## src/rtl/pulse_gen.sv

```systemverilog
// Programmable burst pulse generator: N pulses of high_len/low_len cycles per start command.
// Optional PULSE_GEN_LOOP_EN: nr_pulses==0 runs continuously until stop or reset.
module pulse_gen #(
  parameter int unsigned CNT_W = 8,
  parameter int unsigned NR_W  = 8
) (
  input  logic             clk,
  input  logic             rst_n,
  input  logic             start,
  input  logic             stop,
  input  logic [CNT_W-1:0] high_len,
  input  logic [CNT_W-1:0] low_len,
  input  logic [NR_W-1:0]  nr_pulses,
  output logic             out,
  output logic             busy,
  output logic             done,
  output logic [NR_W-1:0]  pulse_cnt
);

  typedef enum logic [1:0] {
    IDLE = 2'd0,
    HIGH = 2'd1,
    LOW  = 2'd2
  } state_t;

  state_t           state_q, state_d;
  logic [CNT_W-1:0] phase_q, phase_d;
  logic [CNT_W-1:0] high_q, high_d;
  logic [CNT_W-1:0] low_q, low_d;
  logic [NR_W-1:0]  nr_q, nr_d;
  logic [NR_W-1:0]  pulse_cnt_d;
  logic             out_d, busy_d, done_d;

  logic [CNT_W-1:0] high_reload;
  logic [CNT_W-1:0] low_reload;
  logic [NR_W-1:0]  cnt_inc;
  logic             start_burst;
  logic             last_pulse;

  // Phase counters hold length-1 so a zero length behaves as one cycle
  assign high_reload = (high_len == '0) ? CNT_W'(0) : CNT_W'(high_len - CNT_W'(1));
  assign low_reload  = (low_len == '0)  ? CNT_W'(0) : CNT_W'(low_len - CNT_W'(1));
  assign cnt_inc     = (&pulse_cnt) ? pulse_cnt : NR_W'(pulse_cnt + NR_W'(1));

`ifdef PULSE_GEN_LOOP_EN
  assign start_burst = start && !stop;
  assign last_pulse  = (nr_q != '0) && (cnt_inc == nr_q);
`else
  assign start_burst = start && !stop && (nr_pulses != '0);
  assign last_pulse  = (cnt_inc == nr_q);
`endif

  // Next-state and next-output logic
  always_comb begin
    state_d     = state_q;
    phase_d     = phase_q;
    high_d      = high_q;
    low_d       = low_q;
    nr_d        = nr_q;
    pulse_cnt_d = pulse_cnt;
    out_d       = 1'b0;
    busy_d      = 1'b0;
    done_d      = 1'b0;

    unique case (state_q)
      IDLE: begin
        if (start_burst) begin
          state_d     = HIGH;
          high_d      = high_reload;
          low_d       = low_reload;
          nr_d        = nr_pulses;
          phase_d     = high_reload;
          pulse_cnt_d = '0;
          out_d       = 1'b1;
          busy_d      = 1'b1;
        end else if (start && !stop) begin
          // Empty burst completes immediately
          pulse_cnt_d = '0;
          done_d      = 1'b1;
        end
      end
      HIGH: begin
        out_d  = 1'b1;
        busy_d = 1'b1;
        if (stop) begin
          state_d = IDLE;
          out_d   = 1'b0;
          busy_d  = 1'b0;
        end else if (phase_q == '0) begin
          pulse_cnt_d = cnt_inc;
          out_d       = 1'b0;
          if (last_pulse) begin
            state_d = IDLE;
            busy_d  = 1'b0;
            done_d  = 1'b1;
          end else begin
            state_d = LOW;
            phase_d = low_q;
          end
        end else begin
          phase_d = CNT_W'(phase_q - CNT_W'(1));
        end
      end
      LOW: begin
        busy_d = 1'b1;
        if (stop) begin
          state_d = IDLE;
          busy_d  = 1'b0;
        end else if (phase_q == '0) begin
          state_d = HIGH;
          phase_d = high_q;
          out_d   = 1'b1;
        end else begin
          phase_d = CNT_W'(phase_q - CNT_W'(1));
        end
      end
      default: begin
        state_d = IDLE;
      end
    endcase
  end

  // State and output registers
  always_ff @(posedge clk or negedge rst_n) begin
    if (!rst_n) begin
      state_q   <= IDLE;
      phase_q   <= '0;
      high_q    <= '0;
      low_q     <= '0;
      nr_q      <= '0;
      pulse_cnt <= '0;
      out       <= 1'b0;
      busy      <= 1'b0;
      done      <= 1'b0;
    end else begin
      state_q   <= state_d;
      phase_q   <= phase_d;
      high_q    <= high_d;
      low_q     <= low_d;
      nr_q      <= nr_d;
      pulse_cnt <= pulse_cnt_d;
      out       <= out_d;
      busy      <= busy_d;
      done      <= done_d;
    end
  end

endmodule

```

## config.mk

```make
export PLATFORM = sky130hd
export DESIGN_NAME = pulse_gen
export DESIGN_NICKNAME = d
export VERILOG_FILES = /design/src/rtl/pulse_gen.sv
export SDC_FILE = /design/constraint.sdc
export NUM_CORES = 1
export LEC_CHECK = 0
export ABC_AREA = 1
export CAP_MARGIN = 10
export CORE_ASPECT_RATIO = 1.25
export CORE_MARGIN = 3
export CORE_UTILIZATION = 55
export DETAILED_ROUTE_END_ITERATION = 6
export GPL_TIMING_DRIVEN = 0
export PLACE_DENSITY_LB_ADDON = 0.3
export SYNTH_ARGS = -nofsm -noshare
export SYNTH_HDL_FRONTEND = slang
export SYNTH_SLANG_ARGS = --single-unit
```

## constraint.sdc

```tcl
create_clock -name clk -period 2.7 [get_ports clk]
set_input_delay 0.54 -clock clk [delete_from_list [all_inputs] [get_ports clk]]
set_output_delay 0.54 -clock clk [all_outputs]
set_load 0.01 [all_outputs]
```

==> out/results.tsv, run 1 <==
metric	value	unit
cts.clk_slew.worst_paths	0.09	ns
clock_latency	0.30	ns
clk_path_buf_depth	2	
drt_first_iter_violations	160	
diodes	0	
syn_nets	467	
postCtsSetupBuffers	0	
cts_hold_buffers	0	
wl_met2	4.07	mm
clkSinkCount	45	
pwr-share-seq	33.8	%
hp-class	in -> async	
crit_chain	clkdlybuf4s50_1 -> nor2_1 -> nand2_1 -> nor2_1 -> inv_1 -> nand2_1 -> nor2_2 -> clkinv_1 -> a21oi_1 -> inv_1 -> o21ai_0	
regArea	1130	µm²
cts_tree	yes	
max_freq	404	MHz
yosys_register_bits	45	
grt_pass1_wl	12.7	mm
min_period_over_period	91.7	%
worstPathArrival	2.70	ns
critPathTopFamily	buffers and inverters	
area_delta_synth_final	18.1	%
synthFlopType	dfrtp_1	
gp_congestion	0.899	
firstDrtPassIters	4	
critPathKind	in -> reg	
final_common_cell	nand2_1	
synth_edf_count	0	
end_kind	flop	
ctsResizeCount	0	
tns	0	ns
drv_slew	0	
tightest_slew	0.494	ns
wl_met1	2.97	mm
cpPeakStageDelay	0.53	ns
initial_utilization	58.6	%
setup_viol	0	
worst_setup_path_start_kind	input pin	
cp.required	2.92	ns
grt_usage	24.2	%
cellPowerDensity	934	nW/µm²
p_leak	0.00181	µW
multi_input_area	1700	µm²
io_buffers	38	
crit_path_top_delay_cell	clkdlybuf4s50_1	
worstPathMaxFanout	9	
rsz0062_at_grt	no	
top_layer	met4	
ios	39	
vias	2983	
wl_met3	327	µm
finalCriticalPeriod	2.48	ns
ant_nets	0	
synth.distinct_cells	37	
dp_hpwl	5.90	mm
syn_inst	430	
worstSetupStartpoint	nr_pulses[5]	
rows	29	
p_int	1810	µW
chipHeight	89.7	µm
holdWs	0.188	ns
cts_buffers	5	
grt_start_max_net_pins	27	
num-fill-cells	448	
core_area	5260	µm²
cts_root_buf	clkbuf_8	
viasPerCell	5.53	
syn_area_per_cell	7.18	µm²
yosysWarningCount	0	
die_area	6550	µm²
mostFrequentLayoutCells	nand2_1, inv_1, o21ai_0	
layout-drive-gt1-share	7.76	%
wire_per_inst	14.1	µm
cap_violations	0	
hold_viol_final	0	
finalWirelength	7.58	mm
r2r-start	state_q[0]	
die_x	73.0	µm
route.detailed.drc	0	
grt_pass1_vias	2970	
async_flop_share	100	%
overflow	0	
p_sw	1590	µW
power_frac_comb	53.7	%
critPathBufInv	4	
slew_headroom	67.1	%
outcome	completed	
swShare	46.9	%
synth-seq-area-share	36.5	%
netlist_area	3090	µm²
nets	513	
skew	0.00751	ns
antenna_found_initial	0	
peakVddDrop	0.000575	V
clockPowerShare	12.5	%
htree_levels	2	
[flip-flops by register name, summed over array words and instances (netlist names)]
register   flops
done           1
nr_q           8
low_q          8
busy           1
pulse_cnt      8
out            1
state_q        2
phase_q        8
high_q         8
[final timing paths]
| kind | to | slack, ns | cells past startpoint |
|---|---|---|---|
| worst min register to register | phase_q[0] | 0.48 | 2 |
| min in group clk | phase_q[0] | 0.48 | 2 |
| worst min-delay path | pulse_cnt[1] | 0.19 | 1 |
| worst max register to register | low_q[0] | 0.39 | 8 |
| worst max-delay path | low_q[0] | 0.22 | 11 |
| max in group asynchronous | phase_q[3] | 2.00 | 2 |
[metal layers]
layer | up-vias | global-route usage [%]
li1 | 1497 | -
met1 | 1382 | 26.8
met2 | 85 | 43.1
met3 | 19 | 4.02
met4 | 0 | 11.8
met5 | - | 0
[stage by stage]
stage	std cells	util (%)	cell area (µm²)	setup WS [ns]	total power [µW]
2_1_floorplan	430	-	3090	0.703	2430
3_3_place_gp	530	67.3	3540	-0.105	2890
3_5_place_dp	531	67.6	3560	-0.0379	2960
4_1_cts	539	69.3	3640	0.277	3390
5_1_grt	539	69.3	3640	0.0253	3730
6_report	539	69.3	3640	0.224	3400
[synth_stat cells (2+ instances only)]
| master | count | area (µm²) |
|---|---|---|
| a21oi_1 | 8 | 40.0 |
| nor2_2 | 3 | 18.8 |
| ha_1 | 9 | 113 |
| or2_2 | 3 | 18.8 |
| clkbuf_1 | 7 | 26.3 |
| nor2_1 | 29 | 109 |
| dfrtp_1 | 45 | 1130 |
| nand2_1 | 115 | 432 |
| o21ai_0 | 46 | 230 |
| nor2_8 | 2 | 40.0 |
| buf_2 | 2 | 10.0 |
| o211ai_1 | 2 | 15.0 |
| nand3_1 | 40 | 200 |
| xor2_1 | 8 | 70.1 |
| nand2_4 | 3 | 33.8 |
| nand2_2 | 3 | 18.8 |
| o31ai_1 | 11 | 82.6 |
| or3_1 | 2 | 12.5 |
| o22ai_1 | 4 | 25.0 |
| nand3_2 | 5 | 50.1 |
| nor3_1 | 5 | 25.0 |
| xnor2_1 | 4 | 35.0 |
| inv_1 | 53 | 199 |
| nand4_1 | 7 | 43.8 |
| buf_1 | 2 | 7.51 |
[area by class of cell]
type                       count  share of cell area, %
buffer                        12                   1.51
clock buffer                   5                   1.89
clock inverter                 3                  0.481
inverter                      55                   5.66
multi-input combinational    318                   46.6
sequential                    45                   30.9
tap                           62                   2.13
timing repair buffer          39                   10.8
[kinds of logic (layout without fill, tap and decap cells)]
family	Yosys count	in the layout	synth area share, %
simple gates	221	221	34.1
compound gates	76	76	13.9
buf+inv	67	114	8.48
flops	45	45	36.5
xor+xnor	12	12	3.41
fa+ha+maj	9	9	3.65
[power by group through the flow]
stage	clock [µW]	combinational, µW	sequential [µW]
final	424	1830	1150
after global routing	465	2080	1190
after CTS	429	1820	1150
after detailed placement	0	1800	1160
after global placement	0	1740	1150
after floorplan	0	1310	1120
Power figures use the tool's default switching activity.
==> run 2, diff against run 1 <==
- CORE_UTILIZATION: 55 -> 37
- REMOVE_ABC_BUFFERS: not set -> 1
==> out/results.tsv, run 2 (synthesis results as in run 1) <==
metric	value	unit	change
outcome	completed		
hp-class	in -> async		
viasPerCell	5.15		-7.0%
r2r-start	state_q[1]		
num-fill-cells	811		+81%
setup_viol	0		unchanged
worst_setup_path_start_kind	flop		
worstPathArrival	2.58	ns	-0.12 ns
skew	0.00965	ns	+0.00214 ns
peakVddDrop	0.000371	V	-35%
critPathTopFamily	compound AO/OA/AOI/OAI gates		
drv_slew	0		unchanged
gp_congestion	0.848		-5.7%
route.detailed.drc	0		unchanged
clk_path_buf_depth	2		unchanged
grt_start_max_net_pins	28		+3.7%
antenna_found_initial	0		unchanged
final_common_cell	nand2_1		
chipHeight	108	µm	+20%
rows	36		+24%
critPathBufInv	3		-1
ant_nets	0		unchanged
cpPeakStageDelay	0.41	ns	-0.12 ns
drt_first_iter_violations	102		-36%
regToRegSetupSlack	0.34	ns	-0.05 ns
vias	2883		-3.4%
wl_met1	3.21	mm	+7.9%
area_delta_synth_final	19.7	%	
cts_buffers	5		unchanged
nets	501		-2.3%
worst-r2r-cell-count	10		+2
r2r_end	pulse_cnt[4]		
htree_levels	2		unchanged
cts.clk_slew.worst_paths	0.09	ns	about the same
wl_met3	212	µm	-35%
pre_cts_ws	-0.828	ns	-0.790 ns
overflow	0		unchanged
initial_utilization	38.7	%	-20 points
clock_latency	0.30	ns	about the same
min_period_over_period	87.6	%	-4.1 points
cts_root_buf	clkbuf_8		
grt_pass1_wl	12.4	mm	-2.6%
cts_hold_buffers	0		unchanged
cellPowerDensity	938	nW/µm²	+0.48%
clkSinkCount	45		unchanged
tightest_slew	0.505	ns	+0.0111 ns
worstPathMaxFanout	16		+7
grt_pass1_vias	2796		-5.9%
wire_per_inst	13.2	µm	-6.4%
crit_chain	inv_1 -> ha_2 -> inv_1 -> nor2_1 -> inv_1 -> nor2_1 -> a21oi_1 -> a21oi_4 -> nand2_1 -> o22ai_1		
critPathKind	reg -> reg		
postLayoutSetupSlackWorst	0.336	ns	+0.112 ns
die_area	9480	µm²	+45%
die_x	87.7	µm	+20%
max_freq	423	MHz	+4.7%
mostFrequentLayoutCells	nand2_1, inv_1, o21ai_0		
grt_usage	16.2	%	-8.0 points
layout-drive-gt1-share	7.96	%	+0.20 points
wl_met2	3.85	mm	-5.3%
holdWs	0.202	ns	+0.0141 ns
firstDrtPassIters	4		unchanged
io_buffers	38		unchanged
p_leak	0.00180	µW	-0.31%
finalWirelength	7.37	mm	-2.7%
hold_viol_final	0		unchanged
cp.required	2.91	ns	about the same
crit_path_frequent_cell	inv_1		
dp_hpwl	5.58	mm	-5.5%
top_layer	met4		
core_area	7970	µm²	+52%
crit_path_top_delay_cell	dfrtp_1		
cts_tree	yes		
finalCriticalPeriod	2.36	ns	-0.112 ns
rsz0062_at_grt	no		
diodes	0		unchanged
ios	39		unchanged
slew_headroom	66.3	%	-0.74 points
cap_violations	0		unchanged
end_kind	flop		
[run 2: cell count changes in the layout (fill, tap and decap cells not counted), moves of 2 or more]
cell | previous run | this run
buf_2 | 3 | 1
buf_1 | 2 | 0
clkbuf_1 | 7 | 1
clkinv_2 | 2 | 0
[run 2: final cells by class]
class | instances | area (µm²) | area share (%)
inverters | 55 | 209 | 5.66
flip-flops and latches | 45 | 1130 | 30.5
clock buffers | 7 | 86.3 | 2.34
clock inverters | 1 | 30.0 | 0.813
well taps | 95 | 119 | 3.22
multi-input cells | 318 | 1730 | 46.8
repair buffers | 39 | 395 | 10.7
[run 2: how the worst max path moves through the flow]
| stage | cells after the start | slack [ns] | to | startpoint |
|---|---|---|---|---|
| 2_1_floorplan | 8 | 0.43 | low_q[0] | state_q[0] |
| 3_3_place_gp | 11 | -0.81 | low_q[1] | nr_pulses[7] |
| 3_5_place_dp | 11 | -0.83 | low_q[0] | nr_pulses[7] |
| 4_1_cts | 8 | 0.08 | pulse_cnt[4] | phase_q[2] |
| 5_1_grt | 10 | 0.03 | pulse_cnt[6] | state_q[1] |
| 6_report | 10 | 0.34 | pulse_cnt[4] | state_q[1] |
[run 2: per-stage QoR]
step | instances | utilization (%) | power (µW) | setup TNS, ns | instance area, µm²
3_5_place_dp | 552 | 44.5 | 2900 | -14.17 | 3540
2_1_floorplan | 418 | - | 2400 | 0 | 3030
3_3_place_gp | 551 | 44.3 | 2870 | -20.97 | 3530
4_1_cts | 560 | 46.1 | 3470 | 0 | 3670
6_report | 560 | 46.3 | 3460 | 0 | 3690
5_1_grt | 560 | 46.3 | 3800 | 0 | 3690
[run 2: repair_timing]
| item | CTS | global route |
|---|---|---|
| endpoints found under the hold margin | 0 | 0 |
| buffers inserted | 0 | 0 |
| endpoints found under the setup margin | 24 | 16 |
| gates resized for setup | 4 | 4 |
| cloned | 0 | 0 |
[run 2: routing by layer]
layer	vias up	GRT usage, %
li1	1476	-
met1	1346	18.9
met2	52	30.5
met3	9	2.06
met4	0	4.39
met5	-	0
[run 2: power breakdown]
part | internal [µW] | leakage [µW] | switching, µW
logic | 667 | 0.00117 | 1110
clock network | 302 | 0.0000585 | 237
registers | 954 | 0.000575 | 191
total | 1920 | 0.00180 | 1540
==> run 3, diff against run 2 <==
- SLEW_MARGIN: not set -> 20
==> out/results.tsv, run 3 (synthesis results as in run 1) <==
metric	value	unit	change
crit_path_frequent_cell	inv_1		
rows	36		unchanged
tightest_slew	0.502	ns	-0.00321 ns
r2r-start	state_q[1]		
post-route-util	46.3	%	unchanged
dp_hpwl	5.59	mm	+0.24%
antenna_found_initial	0		unchanged
cp.required	2.92	ns	about the same
final_common_cell	nand2_1		
max_freq	431	MHz	+1.9%
grt_pass1_wl	12.3	mm	-0.44%
slew_headroom	66.5	%	+0.21 points
cts_root_buf	clkbuf_8		
finalWirelength	7.38	mm	+0.14%
ios	39		unchanged
hold_viol_final	0		unchanged
die_area	9480	µm²	unchanged
nets	501		unchanged
clock_latency	0.31	ns	about the same
cpPeakStageDelay	0.41	ns	about the same
htree_levels	2		unchanged
peakVddDrop	0.000360	V	-2.9%
cts_tree	yes		
clk_path_buf_depth	2		unchanged
stdcell_area	3690	µm²	unchanged
num-fill-cells	830		+2.3%
grt_start_max_net_pins	28		unchanged
outcome	completed		
placed_area	3550	µm²	+0.14%
vias	2920		+1.3%
hp-class	in -> async		
crit_chain	inv_1 -> ha_2 -> inv_1 -> nor2_1 -> inv_1 -> nor2_1 -> a21oi_1 -> a21oi_4 -> nand2_1 -> o22ai_1		
finalCriticalPeriod	2.32	ns	-0.0442 ns
regArea	1130	µm²	unchanged
worstPathMaxFanout	16		unchanged
route.detailed.drc	0		unchanged
min_period_over_period	85.9	%	-1.6 points
critPathBufInv	3		unchanged
layout-drive-gt1-share	7.96	%	unchanged
rsz0062_at_grt	no		
critPathKind	reg -> reg		
overflow	0		unchanged
multi_input_area	1730	µm²	unchanged
area_delta_synth_final	19.7	%	unchanged
die_x	87.7	µm	unchanged
cts.clk_slew.worst_paths	0.09	ns	about the same
core_area	7970	µm²	unchanged
grt_pass1_vias	2807		+0.39%
drv_slew	0		unchanged
firstDrtPassIters	4		unchanged
p_total	3460	µW	about the same
ant_nets	0		unchanged
worstPathArrival	2.54	ns	-0.04 ns
io_buffers	38		unchanged
viasPerCell	5.21		+1.3%
gp_congestion	0.848		unchanged
mostFrequentLayoutCells	nand2_1, inv_1, o21ai_0		
cellPowerDensity	937	nW/µm²	about the same
cts_buffers	5		unchanged
worst_setup_path_start_kind	flop		
grt_usage	16.1	%	-0.084 points
worstSetupStartpoint	state_q[1]		
skew	0.0152	ns	+0.00551 ns
diodes	0		unchanged
end_kind	flop		
chipHeight	108	µm	unchanged
clkSinkCount	45		unchanged
crit_path_top_delay_cell	dfrtp_1		
critPathTopFamily	compound AO/OA/AOI/OAI gates		
cts_hold_buffers	0		unchanged
postCtsSetupBuffers	0		unchanged
setup_viol	0		unchanged
wire_per_inst	13.2	µm	+0.14%
p_leak	0.00180	µW	unchanged
initial_utilization	38.7	%	unchanged
drt_first_iter_violations	79		-23%
cap_violations	0		unchanged
[run 3: cell counts in the layout (fill, tap and decap cells not counted)]
No cell type changed its count.
[run 3: layer usage]
| metal | part of all wire (%) | routed length, µm | vias up | global-route usage, % |
|---|---|---|---|---|
| met5 | 0 | 0 | - | 0 |
| met1 | 43 | 3190 | 1377 | 18.8 |
| li1 | - | - | 1478 | - |
| met2 | 52 | 3800 | 53 | 29.6 |
| met3 | 3.1 | 228 | 12 | 2.13 |
| met4 | 2.1 | 157 | 0 | 5.92 |
[run 3: per-stage QoR]
step,instances,hold WS [ns],TNS [ns],setup WS [ns]
3_5_place_dp,552,0.463,-10.74,-0.771
6_report,560,0.193,0,0.380
4_1_cts,560,0.208,0,0.0776
3_3_place_gp,551,0.459,-20.97,-0.810
2_1_floorplan,418,0.244,0,0.427
5_1_grt,560,0.236,0,0.112
[run 3: path summary, 6_finish.rpt]
kind	end	cells past startpoint	slack, ns
setup / recovery	pulse_cnt[4]	10	0.38
max in group asynchronous	high_q[5]	2	1.99
min in group clk	high_q[0]	2	0.48
hold reg to reg	high_q[0]	2	0.48
setup reg to reg	pulse_cnt[4]	10	0.38
hold / removal	nr_q[5]	1	0.19
[run 3: area by class of cell]
cell class              count  area share, %
repair buffers             39           10.7
clock inverters             1          0.813
inverters                  55           5.66
well taps                  95           3.22
flip-flops and latches     45           30.5
multi-input cells         318           46.8
clock buffers               7           2.34
[run 3: where the power goes]
part | switching (µW) | leakage [µW] | internal, µW
Sequential | 194 | 0.000575 | 954
Combinational | 1110 | 0.00117 | 666
Clock | 239 | 0.0000585 | 302
Total | 1540 | 0.00180 | 1920
[run 3: what timing repair did]
action	in CTS	in global routing
pin swaps	0	0
endpoints found under the setup margin	19	16
hold endpoints to repair	0	0
resized for setup	3	4
==> RTL change: new RTL, settings of run 3 <==
`NR_W`: 8 -> 6.
--- a/src/rtl/pulse_gen.sv
+++ b/src/rtl/pulse_gen.sv
@@ -2,7 +2,7 @@
 // Optional PULSE_GEN_LOOP_EN: nr_pulses==0 runs continuously until stop or reset.
 module pulse_gen #(
   parameter int unsigned CNT_W = 8,
-  parameter int unsigned NR_W  = 8
+  parameter int unsigned NR_W  = 6
 ) (
   input  logic             clk,
   input  logic             rst_n,
Ports: changed (resized nr_pulses and pulse_cnt); port bits go from 39 to 35. No check against the original RTL was run, so the function may have changed too.
==> RTL change against run 3 <==
- sequential cell count decreased by 4
- setup slack got worse by 0.14 ns
- non-clock buffer count decreased by 4
- power decreased by 11%
- synthesized area decreased by 12%
- critical path depth unchanged
- final area decreased by 12%
- wire length decreased by 13%
- cell count decreased by 8.6%
- synthesized cell count decreased by 10%
- sequential share of layout area increased by 1.1 points
- largest cell class unchanged
==> RTL change: results (changes against run 3) <==
- Compound-Gate Fraction of Synth Area: 0.1321 (was 0.1391)
- Clk_buf instances: 8 (was 7)
- Post-route cell area: 3249 µm² (was 3692 µm²)
- Met2 usage: 0.3154 (was 0.2958)
- Met1 usage: 0.1826 (was 0.1876)
- NonClk Buf Share: 0.1117 (was 0.1071)
- Seq/Total Area, Yosys: 0.3788 (was 0.3650)
- Yosys cell types: 31 (was 37)
- Post-Place Setup Slack: -0.3558 ns (was -0.7707 ns)
- Multi-In Gates: 286 (was 318)
- R2R Path Start: phase_q[0] (was state_q[1])
- GRT Overall Usage: 0.1650 (was 0.1613)
- Placer Congestion: 0.8603 (was 0.8478)
- Internal: 1.671 mW (was 1.922 mW)
- Yosys reg bits: 41 (was 45)
- Post-cts resize count: 1 (was 3)
- Clock-cell share of area: 0.02464 (was 0.03151)
- Post-Syn Area per Cell: 7.036 µm² (was 7.175 µm²)
- Post-Synth XOR/XNOR Area: 0.03557 (was 0.03406)
- Max Fanout on Critical Path: 11 (was 16)
- Vias in the first global route: 2,485 (was 2,807)
- Critical R2R Capture: pulse_cnt[0] (was pulse_cnt[4])
- 1st-iter DRT viols: 139 (was 79)
- Met3 WL: 344 µm (was 228 µm)
- DP HPWL: 4.790 mm (was 5.591 mm)
- Reg2reg setup slack: 0.24 ns (was 0.38 ns)
- Largest net degree at the start of global routing: 27 (was 28)
- Leak: 1.614 nW (was 1.800 nW)
- Seq power: 1.05 mW (was 1.15 mW)
- Hold Slack: 0.2095 ns (was 0.1932 ns)
- GR Layer Usage met3: 0.03025 (was 0.02134)
- Fraction of area in registers: 0.3157 (was 0.3050)
- Slew @ Worst Pin: 0.5891 ns (was 0.5020 ns)
- Share of cells above drive strength 1: 0.05687 (was 0.07957)
- Post-Syn Instances: 385 (was 430)
- Clock Latency Late Sink: 0.29 ns (was 0.31 ns)
- Placed Instances: 503 (was 552)
- Non-clock buffers: 35 (was 39)
- Fillers: 753 (was 830)
- Switch share: 0.4566 (was 0.4447)
- Status: finished clean (unchanged)
- Synth Area in Adders: 0.04157 (was 0.03650)
- Vias per cell: 4.959 (was 5.214)
- Nets@finish: 456 (was 501)
- Met2 wire length: 3.319 mm (was 3.804 mm)
- Clock group share of total power: 0.126 (was 0.156)
- Maximum VDD drop: 325.8 µV (was 360.4 µV)
- Global-route wire length before repair: 10.78 mm (was 12.32 mm)
- I/O Buffers: 34 (was 38)
- Fraction of area in multi-input gates: 0.4532 (was 0.4676)
- Synth cell count leaders: nand2_1, inv_1, dfrtp_1, nand3_1, o21ai_0 (was nand2_1, inv_1, o21ai_0, dfrtp_1, nand3_1)
## RTL change: cell count changes after synthesis, moves of 4 or more
cell	delta
nor2_1	-11
nand3_2	-4
dfrtp_1	-4
o21ai_1	+7
o31ai_1	-11
nand2_1	+6
o21ai_0	-11
## RTL change: worst max path at each step
stage,from,to,slack [ns],cells past startpoint
after global routing,phase_q[0],pulse_cnt[1],0.05,10
after CTS,state_q[1],phase_q[1],0.14,9
after global placement,nr_pulses[1],low_q[5],-0.35,7
after floorplan,phase_q[0],pulse_cnt[0],0.56,10
after detailed placement,nr_pulses[1],low_q[1],-0.36,7
final,phase_q[0],pulse_cnt[0],0.24,10
## RTL change: worst max-delay path, cell delays in order, from the launching register on
cell     delay [ns]
dfrtp_1        0.39
inv_1          0.11
ha_1           0.19
nand2_1        0.07
nor2_2         0.17
nand4_1        0.41
inv_2          0.27
nand2_1        0.13
a21oi_4        0.30
nand2_1        0.17
o22ai_1        0.17
